File: src/rtl/upsample_nn_if.sv
// Pixel stream bundle for the nearest-neighbour unpooling block.
// The input side is valid/ready; the output side is valid-only with a frame-end marker.
interface upsample_nn_if #(
    parameter int BW = 20
);
    logic [BW-1:0] i_data;
    logic          i_valid;
    logic          i_ready;
    logic [BW-1:0] o_data;
    logic          o_valid;
    logic          o_end;

    modport master (
        output i_data, i_valid,
        input  i_ready, o_data, o_valid, o_end
    );
    modport slave (
        input  i_data, i_valid,
        output i_ready, o_data, o_valid, o_end
    );
endinterface

File: src/rtl/upsample_nn.sv
// Nearest-neighbour unpooling: each input pixel becomes a P_SIZE x P_SIZE block.
// One input row is captured in FILL while it is emitted, then REPLAY repeats it P_SIZE-1 times.
module upsample_nn #(
    parameter int BW     = 20,
    parameter int I_SIZE = 24,
    parameter int O_SIZE = 12,
    parameter int P_SIZE = 2
) (
    input logic          clk,
    input logic          rst,
    input logic          user_reset,
    upsample_nn_if.slave s
);
    localparam int CW = $clog2(O_SIZE) + 1;
    localparam int RW = $clog2(P_SIZE) + 1;
    localparam int IW = (O_SIZE > 1) ? $clog2(O_SIZE) : 1;
    localparam logic [CW-1:0] COL_LAST = CW'(O_SIZE - 1);
    localparam logic [CW-1:0] COL_FULL = CW'(O_SIZE);
    localparam logic [RW-1:0] REP_LAST = RW'(P_SIZE - 1);
    // P_SIZE-2 is both the final replay pass and the copy just before the last one.
    localparam logic [RW-1:0] REP_PEN  = RW'(P_SIZE - 2);

    if (I_SIZE != O_SIZE * P_SIZE) begin : g_size_chk
        $error("upsample_nn: I_SIZE must equal O_SIZE*P_SIZE");
    end

    typedef enum logic {FILL, REPLAY} state_t;

    state_t        state_q, state_d;
    logic [CW-1:0] col_q, col_d, row_q, row_d, col_inc, row_nxt;
    logic [RW-1:0] rep_q, rep_d, pass_q, pass_d;
    logic [BW-1:0] o_data_q, o_data_d;
    logic          o_valid_q, o_valid_d, o_end_q, o_end_d;
    logic          ready, accept, row_last;
    logic [BW-1:0] row_buf_q [2**IW];

    assign col_inc  = col_q + 1'b1;
    assign row_last = (row_q == COL_LAST);
    assign row_nxt  = row_last ? '0 : row_q + 1'b1;
    // A new pixel may be taken once the presented one is on its final copy.
    assign ready    = (state_q == FILL) &&
                      (!o_valid_q || (rep_q == REP_LAST && col_q < COL_FULL));
    assign accept   = s.i_valid && ready;

    always_comb begin
        state_d   = state_q;
        col_d     = col_q;
        row_d     = row_q;
        rep_d     = rep_q;
        pass_d    = pass_q;
        o_data_d  = o_data_q;
        o_valid_d = 1'b0;
        o_end_d   = 1'b0;
        unique case (state_q)
            FILL: begin
                if (accept) begin
                    o_data_d  = s.i_data;
                    o_valid_d = 1'b1;
                    rep_d     = '0;
                    if (P_SIZE == 1 && col_q == COL_LAST) begin
                        col_d   = '0;
                        row_d   = row_nxt;
                        o_end_d = row_last;
                    end else begin
                        col_d = col_inc;
                    end
                end else if (o_valid_q && rep_q != REP_LAST) begin
                    o_valid_d = 1'b1;
                    rep_d     = rep_q + 1'b1;
                end else if (o_valid_q && col_q == COL_FULL) begin
                    state_d   = REPLAY;
                    col_d     = '0;
                    rep_d     = '0;
                    pass_d    = '0;
                    o_data_d  = row_buf_q[0];
                    o_valid_d = 1'b1;
                end
            end
            REPLAY: begin
                o_valid_d = 1'b1;
                if (rep_q != REP_LAST) begin
                    rep_d = rep_q + 1'b1;
                    // The row's final beat is presented from FILL so the next row can start under it.
                    if (pass_q == REP_PEN && col_q == COL_LAST && rep_q == REP_PEN) begin
                        state_d = FILL;
                        col_d   = '0;
                        row_d   = row_nxt;
                        o_end_d = row_last;
                    end
                end else if (col_q != COL_LAST) begin
                    rep_d    = '0;
                    col_d    = col_inc;
                    o_data_d = row_buf_q[col_inc[IW-1:0]];
                end else begin
                    rep_d    = '0;
                    col_d    = '0;
                    pass_d   = pass_q + 1'b1;
                    o_data_d = row_buf_q[0];
                end
            end
            default: state_d = FILL;
        endcase
    end

    always_ff @(posedge clk) begin
        if (rst || user_reset) begin
            state_q   <= FILL;
            col_q     <= '0;
            row_q     <= '0;
            rep_q     <= '0;
            pass_q    <= '0;
            o_data_q  <= '0;
            o_valid_q <= 1'b0;
            o_end_q   <= 1'b0;
        end else begin
            state_q   <= state_d;
            col_q     <= col_d;
            row_q     <= row_d;
            rep_q     <= rep_d;
            pass_q    <= pass_d;
            o_data_q  <= o_data_d;
            o_valid_q <= o_valid_d;
            o_end_q   <= o_end_d;
        end
    end

    always_ff @(posedge clk) begin
        if (accept) row_buf_q[col_q[IW-1:0]] <= s.i_data;
    end

    assign s.i_ready = ready;
    assign s.o_data  = o_data_q;
    assign s.o_valid = o_valid_q;
    assign s.o_end   = o_end_q;
endmodule

File: src/flat_wrapper.sv
// flat-port wrapper written by rule: the top's interface ports become plain ports
module upsample_nn_flat 
#(
    parameter int BW     = 20,
    parameter int I_SIZE = 24,
    parameter int O_SIZE = 12,
    parameter int P_SIZE = 2
)
  (clk, rst, user_reset, s_i_data, s_i_valid, s_i_ready, s_o_data, s_o_valid, s_o_end);
  upsample_nn_if #(.BW(BW)) s_i ();
  input logic clk;
  input logic rst;
  input logic user_reset;
  input wire logic [$bits(s_i.i_data)-1:0] s_i_data;
  input wire logic [$bits(s_i.i_valid)-1:0] s_i_valid;
  output wire logic [$bits(s_i.i_ready)-1:0] s_i_ready;
  output wire logic [$bits(s_i.o_data)-1:0] s_o_data;
  output wire logic [$bits(s_i.o_valid)-1:0] s_o_valid;
  output wire logic [$bits(s_i.o_end)-1:0] s_o_end;
  assign s_i.i_data = s_i_data;
  assign s_i.i_valid = s_i_valid;
  assign s_i_ready = s_i.i_ready;
  assign s_o_data = s_i.o_data;
  assign s_o_valid = s_i.o_valid;
  assign s_o_end = s_i.o_end;
  upsample_nn #(.BW(BW), .I_SIZE(I_SIZE), .O_SIZE(O_SIZE), .P_SIZE(P_SIZE)) u_core (.clk(clk), .rst(rst), .user_reset(user_reset), .s(s_i));
endmodule
File: config.mk
export PLATFORM = sky130hd
export DESIGN_NAME = upsample_nn_flat
export DESIGN_NICKNAME = d
export VERILOG_FILES = /design/src/rtl/upsample_nn_if.sv /design/src/rtl/upsample_nn.sv /design/src/flat_wrapper.sv
export SDC_FILE = /design/constraint.sdc
export NUM_CORES = 1
export LEC_CHECK = 0
export BUFFER_PORTS_ARGS = -buffer_cell sky130_fd_sc_hd__buf_2
export CORE_UTILIZATION = 56
export CTS_CLUSTER_DIAMETER = 30
export DETAILED_ROUTE_END_ITERATION = 7
export PLACE_DENSITY = 0.79
export SETUP_SLACK_MARGIN = 0.15
export SLEW_MARGIN = 10
export SYNTH_ARGS = -nofsm -noshare
export SYNTH_HDL_FRONTEND = slang
export SYNTH_SLANG_ARGS = --single-unit
File: constraint.sdc
create_clock -name clk -period 2.85 [get_ports clk]
set_input_delay 0.7125 -clock clk [delete_from_list [all_inputs] [get_ports clk]]
set_output_delay 0.7125 -clock clk [all_outputs]
set_load 0.01 [all_outputs]
== Yosys cells after proc, flatten, opt, wreduce, memory -nomap -nowiden ==
Memory sizes are Yosys's and may differ from the RTL's.
Index checks and enable logic that the tools add are counted.

* Bits of input ports: 24
* RAM bits: 320
* Bits in latches: 0
* Word-level logic and storage cells: 84
* ROM bits: 0
* Memories: 1
* Bits in registers: 37

{| class="wikitable"
|+ Memories
! memory !! depth !! width !! read ports !! clocked after memory_dff !! write ports !! RTL line !! source
|-
| u_core.row_buf_q || 16 || 20 || 2 || 0 || 1 || upsample_nn.sv:35 || <nowiki>logic [BW-1:0] row_buf_q [2**IW];</nowiki>
|}

* Multiplexer cells: 35
* Magnitude comparators: 1
* Shift-type cells: 0
* Reductions and logical operators: 17
* Multipliers: 0
* Bitwise gates (word level): 3
* Divide/modulo/power cells: 0
* $add $sub $neg: 4
* Equality and inequality tests: 15

{| class="wikitable"
|+ Operators by type and width
! operator !! count
|-
| $mux W20 || 5
|-
| $pmux W20 S2 || 1
|-
| $mux W5 || 7
|-
| $mux W2 || 8
|-
| $eq A5 B4 Y1 const B || 3
|-
| $add A5 B1 Y5 const B || 2
|-
| $ne A2 B2 Y1 const B || 5
|-
| $pmux W5 S2 || 1
|-
| $mux W1 || 9
|-
| $reduce_and A3 Y1 || 3
|-
| $pmux W2 S2 || 2
|-
| $logic_and A1 B1 Y1 || 7
|-
| $ne A3 B2 Y1 const B || 2
|-
| $lt A5 B4 Y1 const B || 1
|-
| $ne A5 B4 Y1 const B || 1
|-
| $reduce_and A5 Y1 || 1
|-
| $add A2 B1 Y2 const B || 2
|-
| $logic_not A2 Y1 || 2
|-
| $ne A4 B3 Y1 const B || 1
|-
| $pmux W1 S2 || 2
|-
| $reduce_or A4 Y1 || 1
|-
| $ne A3 B3 Y1 const B || 1
|-
| $not A1 Y1 || 3
|-
| $eq A2 B1 Y1 const B || 1
|-
| 3 further kinds || 4
|}

== Longest topological paths before layout ==
Gate-level depths: netlist of run 1.

* Word-level depth: 7
* Gate-level depth with buffers: 12

== Worst setup path after synthesis of run 1 ==
Ideal clock, no wire load.

* Kind: register to register
* Start point: register u_core.rep_q[1]
* End point: memory u_core.row_buf_q[1][0] (enable)
* Clock period less this slack: 3.328 ns
* Cell stages (with the launch flop): 10
* Arrival: 2.906 ns
* Setup time: 0.422 ns
* Buffers on the path: 1
* Data required time: 2.428 ns
* Path slack: -0.478 ns
* Cells stage by stage: dfxtp_1 -> inv_1 -> ha_1 -> buf_2 -> nand2b_1 -> o21ai_2 -> nor2b_1 -> and2_1 -> nand2_1 -> nor3_1

* Word-level cells in the longest chain between the ends: 7

{| class="wikitable"
|+ RTL lines
! element !! RTL line !! source
|-
| start: declaration || upsample_nn.sv:31 || <nowiki>logic [RW-1:0] rep_q, rep_d, pass_q, pass_d;</nowiki>
|-
| start signal: assignment || upsample_nn.sv:119 || <nowiki>rep_q <= rep_d;</nowiki>
|-
| $eq A2 B1 Y1 || upsample_nn.sv:42 || <nowiki>(!o_valid_q || (rep_q == REP_LAST && col_q < COL_FULL));</nowiki>
|-
| $logic_and A1 B1 Y1 || upsample_nn.sv:42 ||
|-
| $logic_or A1 B1 Y1 || upsample_nn.sv:42 ||
|-
| $logic_and A1 B1 Y1 || upsample_nn.sv:41 || <nowiki>assign ready = (state_q == FILL) &&</nowiki>
|-
| named net s_i_ready || flat_wrapper.sv:16 || <nowiki>output wire logic [$bits(s_i.i_ready)-1:0] s_i_ready;</nowiki>
|-
| $logic_and A1 B1 Y1 || upsample_nn.sv:43 || <nowiki>assign accept = s.i_valid && ready;</nowiki>
|-
| $mux W1 || upsample_nn.sv:128 || <nowiki>if (accept) row_buf_q[col_q[IW-1:0]] <= s.i_data;</nowiki>
|-
| $mux W1 (implied by the code) || upsample_nn.sv:128 ||
|-
| end: declaration || upsample_nn.sv:35 ||
|}

The timed path passes the listed nets, and every way through them passes these cells.

== Worst setup path after layout of run 1 ==
* Start point: register u_core.col_q[1]
* End point: register u_core.o_data_q[2] (netlist: u_core.s.o_data[2])

* Word-level cells in the longest chain between the ends: 7

{| class="wikitable"
|+ RTL lines
! element !! RTL line !! source
|-
| start: declaration || upsample_nn.sv:30 || <nowiki>logic [CW-1:0] col_q, col_d, row_q, row_d, col_inc, row_nxt;</nowiki>
|-
| start signal: assignment || upsample_nn.sv:117 || <nowiki>col_q <= col_d;</nowiki>
|-
| branches (longest 7 deep; another with $mem_v2 Z16 W20) || -- ||
|-
| end signal: assignment || upsample_nn.sv:121 || <nowiki>o_data_q <= o_data_d;</nowiki>
|-
| end: declaration || upsample_nn.sv:32 || <nowiki>logic [BW-1:0] o_data_q, o_data_d;</nowiki>
|}

Parallel ways; which one is timed is not known. The select of a mux whose other input is x is not followed.
A chain may end at the register's enable or synchronous reset.

==> results.py, run 1 <==
metrics = {
    "global_routing": {
        "grt_pass1_vias": 8449,
        "grt_antenna_before_repair": 0,
        "grt_max_degree": 80,
        "grt-ovfl-total": 0,
        "track_usage": 0.271,
        "grt_pass1_wl_um": 52200,
    },
    "timing": {
        "max_slew.worst_pin.slew_ns": 1.10,
        "final_max_slew_viol_count": 0,
        "setup_viol_count_final": 0,
        "hold_viol": 0,
        "min_period_ns": 2.65,
        "finalSetupTns_ns": 0,
        "finalCritPeriodShare": 0.930,
        "skew_ns": 0.0154,
        "rsz0062_at_grt": "no",
        "fmax_mhz": 377,
        "relSlewSlack": 0.268,
    },
    "drt": {
        "first_pass_iters": 6,
        "avgViaCountPerCell": 6.77,
        "wirelength_um": 34600,
        "drtAntennaViolNets": 0,
        "vias": 8328,
        "drt_iter0_drc": 1043,
        "post_drt_wl_per_cell_um": 28.1,
        "drc": 0,
    },
    "logic_synthesis": {
        "syn_area_um2": 14400,
        "syn-num-nets": 800,
        "ys.warnings.count": 0,
        "synth_edf_count": 320,
        "synth-seq-cells": 357,
        "syn_inst": 767,
        "yosysSeqAreaShare": 0.717,
        "synth_ff_type": "edfxtp_1",
        "avgSynthCellArea_um2": 18.8,
        "ys_types": 45,
        "async_flop_share": 0,
    },
    "final_layout": {
        "layout-drive-gt1-share": 0.318,
        "fill_cells": 1517,
        "nets": 891,
        "multiInputGateArea_um2": 3860,
        "n_antenna_cell": 0,
        "syn_to_final_growth_pct": 17.9,
        "final-seq-area_um2": 10400,
    },
    "power": {
        "max-vdd-ir-drop_mv": 0.477,
        "power.density_nw_per_um2": 739,
        "p_leak_nw": 5.46,
        "total_power_w": 0.0126,
    },
    "place": {
        "port_buffers": 46,
        "gp_congestion": 0.877,
        "place.detailed.hpwl_um": 20000,
    },
    "worst_setup_path": {
        "worstSetupPathType": "flip-flop to flip-flop",
        "r2r_cells": 7,
        "cp_data_required_time_ns": 3.27,
        "crit_path_end_kind": "flip-flop",
        "start_kind": "flip-flop",
        "cp_max_fo": 39,
        "worst-endpoint-arrival_ns": 3.07,
    },
    "hold_path": {
        "hold_class": "input port to flip-flop",
        "whs_path_depth": 3,
    },
    "floorplanning": {
        "coreArea_um2": 25300,
        "die_area_um2": 26400,
        "pin_count": 47,
        "std_cell_rows": 58,
        "fp.dieW_um": 163,
        "start_util": 0.572,
        "die_h_um": 163,
    },
    "clock_network": {
        "path_clk_slew_ns": 0.05,
        "cts_root_buffer": "clkbuf_16",
        "numCtsBuffers": 51,
        "cts-resized-gates": 1,
        "cts_tree": "done",
        "cts_sinks": 357,
        "ctsHoldBuffers": 0,
        "cts_buffer_depth": 3,
        "h-tree-depth": 2,
        "post_cts_buffers": 0,
        "worstSkewPairLatency_ns": 0.55,
    },
    "status": {
        "status": "finished, final reports clean",
    },
    "run": {
        "maxCapViolations": 0,
    },
}
[worst max-delay path: stages, from the launching register on]
cell	delay (ns)
dfxtp_1	0.41
inv_1	0.12
ha_4	0.51
buf_12	0.28
mux4_2	0.40
mux2i_1	0.31
o31ai_1	0.16
o221a_1	0.27
[synth_stat cells, types with 12 or more instances]
cell	number	area, um^2
nand2_1	23	86.3
dfxtp_1	37	741
mux2i_1	39	390
o221a_1	20	225
buf_4	14	105
mux4_2	80	1800
o22ai_1	18	113
o21ai_0	23	115
edfxtp_1	320	9610
buf_2	14	70.1
o32ai_1	18	158
nor2_1	32	120
o31ai_1	19	143
clkbuf_1	12	45.0
[per-stage QoR]
step | hold WS (ns) | setup WS, ns | cell area [um^2] | utilization | std cells
2_1_floorplan | 0.454 | 0.0563 | 14500 | - | 767
3_3_place_gp | 0.460 | 0.400 | 15300 | 0.604 | 1135
3_5_place_dp | 0.496 | 0.274 | 15300 | 0.604 | 1135
4_1_cts | 0.501 | 0.207 | 17000 | 0.673 | 1230
5_1_grt | 0.526 | 0.144 | 17000 | 0.674 | 1230
6_report | 0.510 | 0.201 | 17000 | 0.674 | 1230
[layout by cell type (no fill, tap or decap), drive strengths merged, types with 2 or more instances in the layout]
master | Yosys | final
a211oi | 2 | 2
a21oi | 8 | 8
a22oi | 5 | 5
a31oi | 2 | 2
and2 | 3 | 3
buf | 37 | 87
bufinv | 0 | 5
clkbuf | 12 | 53
clkinv | 0 | 17
clkinvlp | 0 | 9
dfxtp | 37 | 37
edfxtp | 320 | 320
ha | 9 | 9
inv | 9 | 20
mux2 | 2 | 2
mux2i | 39 | 39
mux4 | 80 | 80
nand2 | 23 | 23
nand2b | 6 | 6
nand3 | 7 | 7
nand3b | 2 | 2
nand4 | 3 | 3
nor2 | 32 | 32
nor2b | 3 | 3
nor3 | 10 | 10
o21ai | 30 | 30
o221a | 20 | 20
o22ai | 18 | 18
o31ai | 19 | 19
o32ai | 18 | 18
or2 | 2 | 2
xor2 | 2 | 2
[per-layer routing]
| layer | vias to the layer above | wire, um | global-route usage |
|---|---|---|---|
| met4 | 0 | 736 | 0.0782 |
| met1 | 4224 | 13300 | 0.375 |
| met3 | 80 | 3490 | 0.0550 |
| li1 | 3394 | - | - |
| met2 | 630 | 17100 | 0.439 |
| met5 | - | 0 | 0 |
[power breakdown]
part           switching [W]  internal [W]  total, W
sequential         0.0000330       0.00575   0.00578
combinational       0.000335      0.000231  0.000566
clock                0.00239       0.00384   0.00624
total                0.00276       0.00982    0.0126
[sequential cells by signal (all words and copies together) (netlist names)]
signal / cells
u_core.s.o_end: 1
u_core.s.o_valid: 1
u_core.s.o_data: 20
u_core.rep_q: 2
u_core.row_buf_q: 320
u_core.state_q: 1
u_core.col_q: 5
u_core.row_q: 5
u_core.pass_q: 2
[final cells by class]
class | count | share of cell area
timing repair buffer | 87 | 0.0370
inverter | 9 | 0.00199
tap | 330 | 0.0243
multi-input combinational | 352 | 0.227
clock buffer | 53 | 0.0767
clock inverter | 42 | 0.0249
sequential | 357 | 0.608
[final timing paths]
kind / start / to / slack [ns]
worst max register to register: u_core.col_q[1] / u_core.s.o_data[2] / 0.20
worst min register to register: u_core.row_q[1] / u_core.row_q[1] / 0.51
worst min-delay path: s_i_valid / u_core.s.o_valid / 0.51
worst max-delay path: u_core.col_q[1] / u_core.s.o_data[2] / 0.20
[logic make-up (layout without fill, tap and decap cells)]
logic type | Yosys count | after routing | share of synthesized area
flip-flops | 357 | 357 | 0.717
AO/OA/AOI/OAI | 126 | 126 | 0.0661
adder cells (fa/ha/maj) | 9 | 9 | 0.00780
XOR/XNOR | 2 | 2 | 0.00121
AND/OR/NAND/NOR | 94 | 94 | 0.0306
multiplexers | 121 | 121 | 0.153
buffers and inverters | 58 | 191 | 0.0238
No activity file was read; power rests on OpenSTA's default activity.
==> run 2, diff against run 1 <==
- CELL_PAD_IN_SITES_DETAIL_PLACEMENT: not set -> 0
- CELL_PAD_IN_SITES_GLOBAL_PLACEMENT: not set -> 1
- CORE_UTILIZATION: 56 -> 49
==> run 2 against run 1 <==
  * Combinational power down 0.9%
  * First-iteration DRC count down 27%
  * Flip-flop and latch count unchanged
  * Wire length down 4.4%
  * Critical endpoint is now s_i_ready
  * Highest routed layer unchanged
  * Largest power group unchanged
  * Clock skew down 0.0031 ns
  * Fmax up 1.5%
  * Core utilization down 7.1 points
  * Global-route usage down 4.8 points
  * Design area up 2.3%
  * Via count down 4.7%
  * Worst setup slack better by 0.040 ns
==> results.py, run 2 (synthesis gave the netlist of run 1 again) <==
metrics = {
    "global_routing": {
        "track_usage": 0.222,
        "grt_max_degree": 57,
        "grt_pass1_vias": 8247,
        "grt_antenna_before_repair": 0,
        "grt_pass1_wl_um": 49600,
        "grt-ovfl-total": 0,
    },
    "timing": {
        "final_max_slew_viol_count": 0,
        "setup_viol_count_final": 0,
        "finalSetupTns_ns": 0,
        "finalCritPeriodShare": 0.915,
        "max_slew.worst_pin.slew_ns": 1.15,
        "rsz0062_at_grt": "no",
        "relSlewSlack": 0.236,
        "fmax_mhz": 383,
        "hold_viol": 0,
        "skew_ns": 0.0123,
        "min_period_ns": 2.61,
    },
    "hold_path": {
        "hold_class": "flip-flop to flip-flop",
        "whs_path_depth": 2,
    },
    "floorplanning": {
        "die_area_um2": 30100,
        "die_h_um": 174,
        "pin_count": 47,
        "fp.dieW_um": 174,
        "start_util": 0.500,
        "std_cell_rows": 62,
        "coreArea_um2": 28900,
    },
    "worst_setup_path": {
        "cp.depth": 6,
        "cp_max_fo": 10,
        "worst-endpoint-arrival_ns": 1.90,
        "crit_chain": "inv_1, ha_4, nand2b_1, o21ai_2, nor2b_1, buf_2",
        "worstSetupPathType": "flip-flop to primary output",
        "max_stage_delay_ns": 0.33,
        "r2r_cells": 8,
        "start_kind": "flip-flop",
        "slowest_stage": "dfxtp_1",
        "critPathTopFamily": "flip-flops",
        "crit_buf_inv": 2,
        "crit_path_end_kind": "primary output",
        "cp_data_required_time_ns": 2.14,
    },
    "final_layout": {
        "layout-drive-gt1-share": 0.328,
        "n_antenna_cell": 0,
        "syn_to_final_growth_pct": 20.6,
        "layout_common_cells": "edfxtp_1 (320), mux4_2 (80), clkbuf_16 (59)",
        "nets": 902,
        "layout_commonest_cell": "edfxtp_1",
        "final_util": 0.603,
        "largest_register_ffs": 320,
    },
    "drt": {
        "post_drt_wl_per_cell_um": 25.4,
        "first_pass_iters": 5,
        "drtAntennaViolNets": 0,
        "vias": 7938,
        "drc": 0,
        "wirelength_um": 33100,
        "drt_iter0_drc": 762,
        "avgViaCountPerCell": 6.09,
    },
    "power": {
        "max-vdd-ir-drop_mv": 0.460,
        "power.density_nw_per_um2": 763,
        "p_leak_nw": 5.60,
    },
    "clock_network": {
        "cts_tree": "done",
        "cts_root_buffer": "clkbuf_16",
        "cts_buffer_depth": 3,
        "worstSkewPairLatency_ns": 0.57,
        "numCtsBuffers": 59,
        "cts_sinks": 357,
        "path_clk_slew_ns": 0.05,
        "h-tree-depth": 2,
        "post_cts_buffers": 0,
    },
    "place": {
        "place.detailed.hpwl_um": 20000,
        "port_buffers": 46,
        "gp_congestion": 0.796,
    },
    "status": {
        "status": "finished, final reports clean",
    },
    "run": {
        "maxCapViolations": 0,
    },
}
## run 2: cell types whose count changed in the layout (fill, tap and decap cells not counted), sizes merged
cell      previous run  this run
clkbuf              53        65
buf                 87        90
clkinvlp             9        11
bufinv               5         6
inv                 20        21
## run 2: power breakdown
part	total [W]	switching, W	internal (W)
sequential	0.00578	0.0000304	0.00575
combinational	0.000561	0.000329	0.000232
clock	0.00694	0.00253	0.00441
total	0.0133	0.00289	0.0104
## run 2: worst paths after layout
check	to	start	slack (ns)
worst min-delay path	u_core.row_q[1]	u_core.row_q[1]	0.49
worst min register to register	u_core.row_q[1]	u_core.row_q[1]	0.49
worst max register to register	u_core.s.o_data[7]	u_core.col_q[1]	0.30
worst max-delay path	s_i_ready	u_core.rep_q[1]	0.24
## run 2: layout make-up
cell class / instances / area, um^2
clock buffers: 65 / 1510
clock inverters: 46 / 470
fillers: 2028 / 11400
inverters: 9 / 33.8
multi-input cells: 352 / 3850
flip-flops and latches: 357 / 10400
well taps: 384 / 480
repair buffers: 90 / 711
## run 2: metal layers
metal,vias to the layer above,track usage,part of all wire
li1,3421,-,-
met1,4082,0.297,0.40
met2,360,0.362,0.49
met3,75,0.0432,0.072
met4,0,0.0903,0.034
met5,-,0,0
## run 2: per-stage QoR
step / setup WS (ns) / cells / instance area (um^2) / total power, W / hold slack, ns
floorplan: 0.0563 / 767 / 14500 / 0.00621 / 0.454
global placement: 0.422 / 1192 / 15400 / 0.00642 / 0.461
detailed placement: 0.325 / 1192 / 15400 / 0.00644 / 0.483
CTS: 0.202 / 1303 / 17400 / 0.0134 / 0.489
global route: 0.152 / 1303 / 17400 / 0.0136 / 0.520
finish: 0.241 / 1303 / 17400 / 0.0133 / 0.487
## run 2: tightest hold or removal path: cells and delay by family (launching register included)
kind               cells  cell delay [ns]
and+or+nand+nor        1             0.06
AOI/OAI and AO/OA      1             0.06
DFF                    1             0.32
## run 2: repair_timing
action,CTS,global route
hold buffers,0,0
setup endpoints to repair,1,1
endpoints found under the hold margin,0,0
gates resized for setup,1,1
